==> src/rtl/mic_array_pkg.sv <==
// Shared types and defaults for the microphone-array I2S capture path.
package mic_array_pkg;

    typedef enum logic [1:0] {
        OFF    = 2'd0,
        WARMUP = 2'd1,
        RUN    = 2'd2
    } mic_state_e;

    localparam logic [1:0] CH_SD0_L = 2'd0;
    localparam logic [1:0] CH_SD0_R = 2'd1;
    localparam logic [1:0] CH_SD1_L = 2'd2;
    localparam logic [1:0] CH_SD1_R = 2'd3;

    localparam int DEF_CLK_DIV        = 16;
    localparam int DEF_SAMPLE_BITS    = 24;
    localparam int DEF_SLOT_BITS      = 32;
    localparam int DEF_DISCARD_FRAMES = 2;

endpackage

==> src/rtl/i2s_clkgen.sv <==
// Bit-clock generator: SCK divider, word select, SCK-rise strobe and
// the frame bit counter that advances on every SCK fall.
module i2s_clkgen #(
    parameter int CLK_DIV   = 16,
    parameter int SLOT_BITS = 32,
    localparam int BW       = $clog2(2 * SLOT_BITS)
) (
    input  logic          clk,
    input  logic          rst_n,
    input  logic          run,
    output logic          sck,
    output logic          ws,
    output logic          sck_rise,
    output logic [BW-1:0] bit_cnt
);
    localparam int DW = $clog2(CLK_DIV);
    localparam logic [BW-1:0] LAST = BW'(2 * SLOT_BITS - 1);

    logic [DW-1:0] div_q, div_d;
    logic [BW-1:0] bit_q, bit_d;
    logic          sck_q, sck_d;
    logic          term, sck_fall;

    assign term     = (div_q == DW'(CLK_DIV - 1));
    assign sck_rise = run && term && !sck_q;
    assign sck_fall = run && term && sck_q;

    always_comb begin
        div_d = '0;
        sck_d = 1'b0;
        bit_d = '0;
        if (run) begin
            div_d = term ? '0 : div_q + 1'b1;
            sck_d = term ? ~sck_q : sck_q;
            bit_d = bit_q;
            if (sck_fall) begin
                bit_d = (bit_q == LAST) ? '0 : bit_q + 1'b1;
            end
        end
    end

    always_ff @(posedge clk or negedge rst_n) begin
        if (!rst_n) begin
            div_q <= '0;
            sck_q <= 1'b0;
            bit_q <= '0;
        end else begin
            div_q <= div_d;
            sck_q <= sck_d;
            bit_q <= bit_d;
        end
    end

    assign sck     = sck_q;
    assign ws      = bit_q[BW-1];
    assign bit_cnt = bit_q;

endmodule

==> src/rtl/i2s_mic_capture.sv <==
// I2S master receiver for the 4-mic array: two stereo lines into a frame bank.
// Define I2S_MIC_TESTPAT_EN to feed the deserializers from an internal pattern.
module i2s_mic_capture
    import mic_array_pkg::*;
#(
    parameter int CLK_DIV        = DEF_CLK_DIV,
    parameter int SAMPLE_BITS    = DEF_SAMPLE_BITS,
    parameter int SLOT_BITS      = DEF_SLOT_BITS,
    parameter int DISCARD_FRAMES = DEF_DISCARD_FRAMES
) (
    input  logic        CLK,
    input  logic        RESET_N,
    input  logic        enable,
    input  logic [1:0]  sd,
    output logic        i2s_sck,
    output logic        i2s_ws,
    input  logic [1:0]  select,
    output logic [31:0] mic_data,
    output logic        read_ready,
    output logic [15:0] frame_count
);
    localparam int BW = $clog2(2 * SLOT_BITS);
    localparam int PW = BW - 1;
    localparam int SB = SAMPLE_BITS;

    mic_state_e    state_q, state_d;
    logic [1:0]    sync1_q, sync1_d, sync2_q, sync2_d;
    logic [1:0]    rdly_q, rdly_d;
    logic [SB-1:0] sh_q [2];
    logic [SB-1:0] sh_d [2];
    logic [SB-1:0] word_q [4];
    logic [SB-1:0] word_d [4];
    logic [SB-1:0] bank_q [4];
    logic [SB-1:0] bank_d [4];
    logic [7:0]    warm_q, warm_d;
    logic [15:0]   frame_cnt_q, frame_cnt_d;
    logic          ready_q, ready_d;

    logic          run, sck_rise, cap, frame_done, in_data;
    logic [BW-1:0] bit_cnt;
    logic [PW-1:0] pos;
    logic [1:0]    cap_bits;
    logic [SB-1:0] sel_w;

    assign run = enable && (state_q != OFF);

    i2s_clkgen #(
        .CLK_DIV  (CLK_DIV),
        .SLOT_BITS(SLOT_BITS)
    ) u_clkgen (
        .clk     (CLK),
        .rst_n   (RESET_N),
        .run     (run),
        .sck     (i2s_sck),
        .ws      (i2s_ws),
        .sck_rise(sck_rise),
        .bit_cnt (bit_cnt)
    );

    // bit_cnt only moves on SCK fall, so it still names the sampled bit here
    assign cap        = run && rdly_q[1];
    assign pos        = bit_cnt[PW-1:0];
    assign in_data    = (pos != '0) && (pos <= PW'(SB));
    assign frame_done = cap && (bit_cnt == BW'(2 * SLOT_BITS - 1));

`ifdef I2S_MIC_TESTPAT_EN
    logic [21:0] pat_q, pat_d;
    logic [23:0] pat_w [2];
    logic [PW-1:0] pidx;

    always_comb begin
        pidx = PW'(SB) - pos;
        for (int l = 0; l < 2; l++) begin
            pat_w[l]    = {l[0], bit_cnt[BW-1], pat_q};
            cap_bits[l] = pat_w[l][pidx];
        end
        pat_d = pat_q;
        if (state_q == OFF && enable) begin
            pat_d = '0;
        end else if (run && frame_done) begin
            pat_d = pat_q + 1'b1;
        end
    end

    always_ff @(posedge CLK or negedge RESET_N) begin
        if (!RESET_N) pat_q <= '0;
        else          pat_q <= pat_d;
    end
`else
    assign cap_bits = sync2_q;
`endif

    always_comb begin
        sync1_d     = sd;
        sync2_d     = sync1_q;
        rdly_d      = run ? {rdly_q[0], sck_rise} : 2'b00;
        state_d     = state_q;
        warm_d      = warm_q;
        frame_cnt_d = frame_cnt_q;
        ready_d     = 1'b0;
        sh_d        = sh_q;
        word_d      = word_q;
        bank_d      = bank_q;
        if (cap && in_data) begin
            for (int l = 0; l < 2; l++) begin
                sh_d[l] = {sh_q[l][SB-2:0], cap_bits[l]};
                if (pos == PW'(SB)) begin
                    word_d[{l[0], bit_cnt[BW-1]}] = sh_d[l];
                end
            end
        end
        unique case (state_q)
            OFF: begin
                if (enable) begin
                    state_d     = WARMUP;
                    warm_d      = '0;
                    frame_cnt_d = '0;
                end
            end
            WARMUP: begin
                if (!enable) begin
                    state_d = OFF;
                end else if (frame_done) begin
                    warm_d = warm_q + 1'b1;
                    if (warm_d == 8'(DISCARD_FRAMES)) state_d = RUN;
                end
            end
            RUN: begin
                if (!enable) begin
                    state_d = OFF;
                end else if (frame_done) begin
                    bank_d      = word_q;
                    ready_d     = 1'b1;
                    frame_cnt_d = frame_cnt_q + 1'b1;
                end
            end
            default: state_d = OFF;
        endcase
    end

    always_ff @(posedge CLK or negedge RESET_N) begin
        if (!RESET_N) begin
            state_q     <= OFF;
            sync1_q     <= '0;
            sync2_q     <= '0;
            rdly_q      <= '0;
            sh_q        <= '{default: '0};
            word_q      <= '{default: '0};
            bank_q      <= '{default: '0};
            warm_q      <= '0;
            frame_cnt_q <= '0;
            ready_q     <= 1'b0;
        end else begin
            state_q     <= state_d;
            sync1_q     <= sync1_d;
            sync2_q     <= sync2_d;
            rdly_q      <= rdly_d;
            sh_q        <= sh_d;
            word_q      <= word_d;
            bank_q      <= bank_d;
            warm_q      <= warm_d;
            frame_cnt_q <= frame_cnt_d;
            ready_q     <= ready_d;
        end
    end

    assign sel_w       = bank_q[select];
    assign mic_data    = {{(32 - SB){sel_w[SB-1]}}, sel_w};
    assign read_ready  = ready_q;
    assign frame_count = frame_cnt_q;

endmodule
==> config.mk <==
export PLATFORM = sky130hd
export DESIGN_NAME = i2s_mic_capture
export DESIGN_NICKNAME = d
export VERILOG_FILES = /design/src/rtl/mic_array_pkg.sv /design/src/rtl/i2s_clkgen.sv /design/src/rtl/i2s_mic_capture.sv
export SDC_FILE = /design/constraint.sdc
export NUM_CORES = 1
export LEC_CHECK = 0
export CAP_MARGIN = 20
export CORE_MARGIN = 1
export CORE_UTILIZATION = 59
export CTS_BUF_LIST = sky130_fd_sc_hd__clkbuf_16
export DETAILED_ROUTE_END_ITERATION = 6
export PLACE_DENSITY = 0.88
export SETUP_SLACK_MARGIN = 0.3
export SYNTH_ARGS = -nofsm -noshare
export SYNTH_HDL_FRONTEND = slang
export SYNTH_SLANG_ARGS = --single-unit
==> constraint.sdc <==
create_clock -name CLK -period 2.35 [get_ports CLK]
set_input_delay 0.235 -clock CLK [delete_from_list [all_inputs] [get_ports CLK]]
set_output_delay 0.235 -clock CLK [all_outputs]
set_load 0.01 [all_outputs]
---- Word level (Yosys, flattened, before mapping) ----
Cells that the tools add are included.
storage, ports and cells
  output and inout bits ................... 51
  logic and storage cells ................. 107
  register bits after elaboration ......... 282
  input port bits ......................... 7
cells by class
  mux-type cells .......................... 37
  reduce and logical (&&, ||, !) cells .... 20
  order comparisons ....................... 6
  add/subtract/negate cells ............... 4
  bitwise operators ....................... 4
  equality and inequality tests ........... 16
operator list
  kind                                                                           number
  96-bit 2-to-1 mux                                                              3
  96-bit bitwise mux                                                             2
  24-bit demux with 2-bit select                                                 2
  24-bit 2-to-1 mux                                                              4
  24-bit binary-select mux with 2-bit select                                     1
  16-bit 2-to-1 mux                                                              3
  16-bit case mux with 2 select lines                                            1
  8-bit 2-to-1 mux                                                               3
  6-bit 2-to-1 mux                                                               3
  16-bit by 1-bit adder with 16-bit output (second input constant)               1
  8-bit case mux with 2 select lines                                             1
  2-bit 2-to-1 mux                                                               6
  2-bit inequality test (second input constant)                                  6
  4-bit AND reduction                                                            3
  1-bit logical AND                                                              10
  3-bit >= comparator (second input constant)                                    3
  8-bit by 1-bit adder with 8-bit output (second input constant)                 1
  8-bit by 2-bit equality test with 1-bit output (second input constant)         1
  4-bit 2-to-1 mux                                                               2
  6-bit by 1-bit adder with 6-bit output (second input constant)                 1
  6-bit equality test (second input constant)                                    1
  3-bit by 1-bit less-than comparator with 1-bit output (second input constant)  2
  3-bit inequality test (second input constant)                                  2
  2-bit NOT with 3-bit output                                                    2
  16 further kinds                                                               23

---- Longest topological paths before layout ----
  word-level depth ........................ 10
  gate-level depth with buffers ........... 9
  mapped depth without buffers ............ 6

---- Hierarchy ----
A second synthesis with hierarchy kept.
second synthesis, totals
  cells, all modules ...................... 801
  area, all modules ....................... 11896.4 um^2
modules (own cells, without submodules)
  module           area an instance (um^2)  instances  sequential area each (um^2)  cells each
  i2s_mic_capture  11334.6                  1          6781.5                       746
  i2s_clkgen       561.8                    1          275.3                        55

---- Worst setup path before layout ----
No wires, ideal clock.
  kind .................................... register to register
  start point ............................. reg u_clkgen.bit_q[0], in the netlist u_clkgen.bit_cnt[0]
  end point ............................... reg sh_q[10] (netlist name)
  period minus slack after synthesis ...... 1935 ps
  data arrival time ....................... 1811 ps
  buffers on the path ..................... 1
  path slack .............................. 415 ps
  setup time .............................. 125 ps
  stages on the path, launching flop included .. 8
  required time ........................... 2225 ps
  path through ............................ dfrtp_1 > inv_1 > ha_1 > nor2b_1 > a21o_1 > a21oi_2 > buf_2 > mux2_2
between the ends
  longest elaborated chain between the ends .. 3
  elaborated cells on any way between the ends .. 4
  classes of those cells .................. order compare: 1; reduce/logical: 3
ends and longest elaborated chain
  item                                                              RTL line                RTL
  from (decl)                                                       i2s_clkgen.sv:20        logic [BW-1:0] bit_q, bit_d;
  from (signal assigned)                                            i2s_clkgen.sv:50        bit_q <= bit_d;
  5-bit <= comparator / 5-bit nonzero test (equally long branches)  i2s_mic_capture.sv:63   assign in_data = (pos != '0) && (pos <= PW'(SB));
  1-bit logical AND *                                               i2s_mic_capture.sv:63
  1-bit logical AND *                                               i2s_mic_capture.sv:104  if (cap && in_data) begin
  to (signal assigned)                                              i2s_mic_capture.sv:147  sh_q <= '{default: '0};
  to (signal assigned)                                              i2s_mic_capture.sv:158  sh_q <= sh_d;
  to (decl)                                                         i2s_mic_capture.sv:29   logic [SB-1:0] sh_q [2];
Mark *: on every way between the ends. The rest lies on a longest branch, timed or not.
A chain may end at the register's enable or synchronous reset.

---- Worst setup path in the final report ----
  start point ............................. reg bank_q[23] (netlist name)
  end point ............................... out mic_data[30]
between the ends
  longest elaborated chain between the ends .. 3
ends and longest elaborated chain
  item                                                  RTL line                RTL
  from (decl)                                           i2s_mic_capture.sv:33   logic [SB-1:0] bank_q [4];
  from (signal assigned)                                i2s_mic_capture.sv:160  bank_q <= bank_d;
  24-bit binary-select mux with 2-bit select            i2s_mic_capture.sv:167  assign sel_w = bank_q[select];
  24-bit 2-to-1 mux (implied by the code) (2 in a row)  i2s_mic_capture.sv:167
  to (decl)                                             i2s_mic_capture.sv:18   output logic [31:0] mic_data,
No other way between the ends. The select of a mux whose other input is x is not followed.

==> impl_metrics.tcl <==
set metrics [dict create \
    status "completed" \
    cp_max_fo 5 \
    finish.instance_area_mm2 0.0137 \
    fillers 1296 \
    crit_path_end_kind "output port" \
    ys_ff_latch 282 \
    synth_edf_count 0 \
    leakagePower_nw 6.96 \
    grt_util_all_layers_pct 25.8 \
    setup.worst_path.class "reg -> out" \
    powerDensity_mw_per_mm2 672 \
    grt.overflow.total 0 \
    period_needed_ps 2010 \
    synth_largest_area_cell "dfrtp_1" \
    worst_slew_pin_slew_ps 703 \
    synth_top_family_by_area "multiplexers" \
    die_area_mm2 0.0206 \
    drt-met1-wl_mm 10.6 \
    drt_iter0_markers 682 \
    grt_pass1_wl_mm 41.3 \
    hold_class "in -> reg" \
    htreeDepth 1 \
    report.final.setup_viol 0 \
    area_delta_synth_final_pct 15.5 \
    die_h_um 144 \
    gp_congestion 0.900 \
    final-hold-violation-count 0 \
    fin_crit_sh_pct 85.6 \
    slowest_delay_ps 530 \
    route.detailed.vias_per_inst 5.94 \
    wl_met2_mm 12.7 \
    rows 51 \
    synth_area_leaders "dfrtp_1, mux2_2, nand2_1, mux4_2, buf_2" \
    numCtsBuffers 28 \
    path_cells "mux4_2, dlygate4sd2_1" \
    synth_nets 1003 \
    firstDrtPassIters 5 \
    postSynthAreaPerCell_um2 12.0 \
    post-place-cells 1270 \
    diodes 0 \
    async_flop_share_pct 100 \
    grt_pass1_vias 7923 \
    grt_max_degree 71 \
    clk_pin_slew_ps 60 \
    antenna_left 0 \
    seq_area_frac_synth_pct 59.6 \
    io_pins 58 \
    crit_arrival_ps 1780 \
    top_layer_used "met4" \
    cp_top_family "multiplexers" \
    synth_compound_area_share_pct 3.37 \
    muxShareOfSynthArea_pct 18.4 \
    skew_ps 21.5 \
    antenna_found_initial 0 \
    placed_area_mm2 0.0127 \
    start_util_pct 60.4 \
    synth-main-ff-cell "dfrtp_1" \
    synthAdderAreaFrac_pct 0.634 \
    final_cell_mix "nand2_1, dfrtp_1, mux2_2, clkbuf_16, dlygate4sd2_1" \
    critPathRequiredTime_ps 2120 \
    clock_sink_count 282 \
    die_w_um 144 \
    clock_latency_ps 550 \
    cts_root_buf "clkbuf_16" \
    place_hpwl_mm 14.6 \
    met3_wirelength_mm 1.46 \
    slew_headroom_pct 52.8 \
    core_area_mm2 0.0196 \
    drv_slew 0 \
    via_count 7865 \
    synthSimpleGateAreaFrac_pct 14.0 \
    vdd_drop_max_uv 616 \
    crit_path_top_delay_cell "mux4_2" \
    final_common_cell "nand2_1" \
    clockBufferDepth 3 \
    syn_area_mm2 0.0118 \
    avgRoutedWirePerCell_um 19.2 \
    route.detailed.drc 0 \
    drive_gt1_share_pct 23.2 \
    cts_tree "yes" \
    drt-total-wl_mm 25.5 \
    crit_buf_inv 1 \
    drv_cap 0 \
    synth_cell_type_count 56 \
    layout.nets 1052 \
    fin_cells 1325 \
    cp-start-kind "register" \
    synth_top_area_share_pct 59.6 \
    io_buffer_count 57 \
    synth_cells 990 \
    finalSetupTns_ps 0 \
    ys_warn_count 0 \
    synth_xor_area_share_pct 0.740 \
    max_freq_mhz 497 \
    rsz0062_at_grt "yes" \
]
layer usage:
metal / up-vias / track usage, %
met2: 284 / 43.8
met4: 0 / 7.73
met1: 4053 / 34.7
met3: 60 / 3.63
li1: 3468 / -
met5: - / 0
final cells by class:
class | instances | area [µm²] | share of cell area, %
Sequential cell | 282 | 7060 | 51.6
Clock buffer | 28 | 701 | 5.12
Timing Repair Buffer | 81 | 928 | 6.79
Tap cell | 265 | 332 | 2.42
Clock inverter | 23 | 144 | 1.05
Multi-Input combinational cell | 634 | 4470 | 32.7
Inverter | 12 | 45.0 | 0.329
through the flow:
step | utilization [%] | hold WS (ps) | setup slack (ps) | power [mW]
after global routing | 69.8 | 135 | 266 | 9.47
after global placement | 65.1 | 194 | 210 | 5.16
final | 69.8 | 140 | 338 | 9.19
after floorplan | - | -60.6 | 415 | 5.02
after detailed placement | 65.1 | 189 | 128 | 5.17
after CTS | 69.4 | 129 | 301 | 9.25
cell families (layout without fill, tap and decap cells):
group	after synthesis	count (layout)
and+or+nand+nor	389	389
DFF	282	282
buffers and inverters	75	144
AOI/OAI and AO/OA	58	58
xor gates and xnor gates	10	10
adders and majority gates	6	6
muxes	170	171
power by group:
part | leakage (nW) | internal, mW | switching [mW] | total, mW
clock | 0.442 | 2.28 | 1.84 | 4.11
combinational | 2.59 | 0.0579 | 0.151 | 0.209
sequential | 3.93 | 4.86 | 0.00529 | 4.87
repair_timing:
action                     4_1_cts  5_1_grt
hold buffers                     1        0
pin swaps                        0        1
resized for setup               35       13
setup buffers                    0        1
hold endpoints to repair        50        0
setup endpoints to repair       50      126
cloned                           1        1
path summary, 6_finish.rpt:
check                      slack (ps)                 from             end  depth (start not counted)
setup / recovery                  340           bank_q[23]    mic_data[30]                          2
hold / removal                    140                sd[0]      sync1_q[0]                          1
setup reg to reg                  340  u_clkgen.bit_cnt[0]      word_q[10]                          7
hold reg to reg                   350           sync1_q[1]     cap_bits[1]                          0
max in group asynchronous        1400              RESET_N      word_q[23]                          3
min in group asynchronous         220              RESET_N  frame_count[1]                          2
Yosys cell counts, types with 5 or more instances:
master	instances
nand2b_1	6
mux2_2	139
nand4_1	6
ha_1	6
and4_1	5
clkbuf_1	21
o31ai_1	5
dfrtp_1	282
a21oi_1	9
buf_2	24
nand2_1	305
buf_4	12
or4_1	5
xor2_1	6
mux4_2	24
o21ai_0	14
inv_1	11
nor2_1	14
nand3_1	21
worst reg2reg max path, stage by stage (launching register included):
cell,delay (ps)
dfrtp_1,420
inv_1,80
ha_1,140
nor2b_2,210
nand2b_1,190
nor2_4,230
buf_12,250
mux2_2,390
registers in the layout, summed over array words and instances, names as in the netlist:
register,count
u_clkgen.bit_cnt,6
rdly_q,2
sh_q,46
warm_q,8
cap_bits,2
frame_count,16
state_q,2
read_ready,1
bank_q,96
word_q,96
sync1_q,2
u_clkgen.sck,1
u_clkgen.div_q,4
No activity file was read; power rests on OpenSTA's default activity.
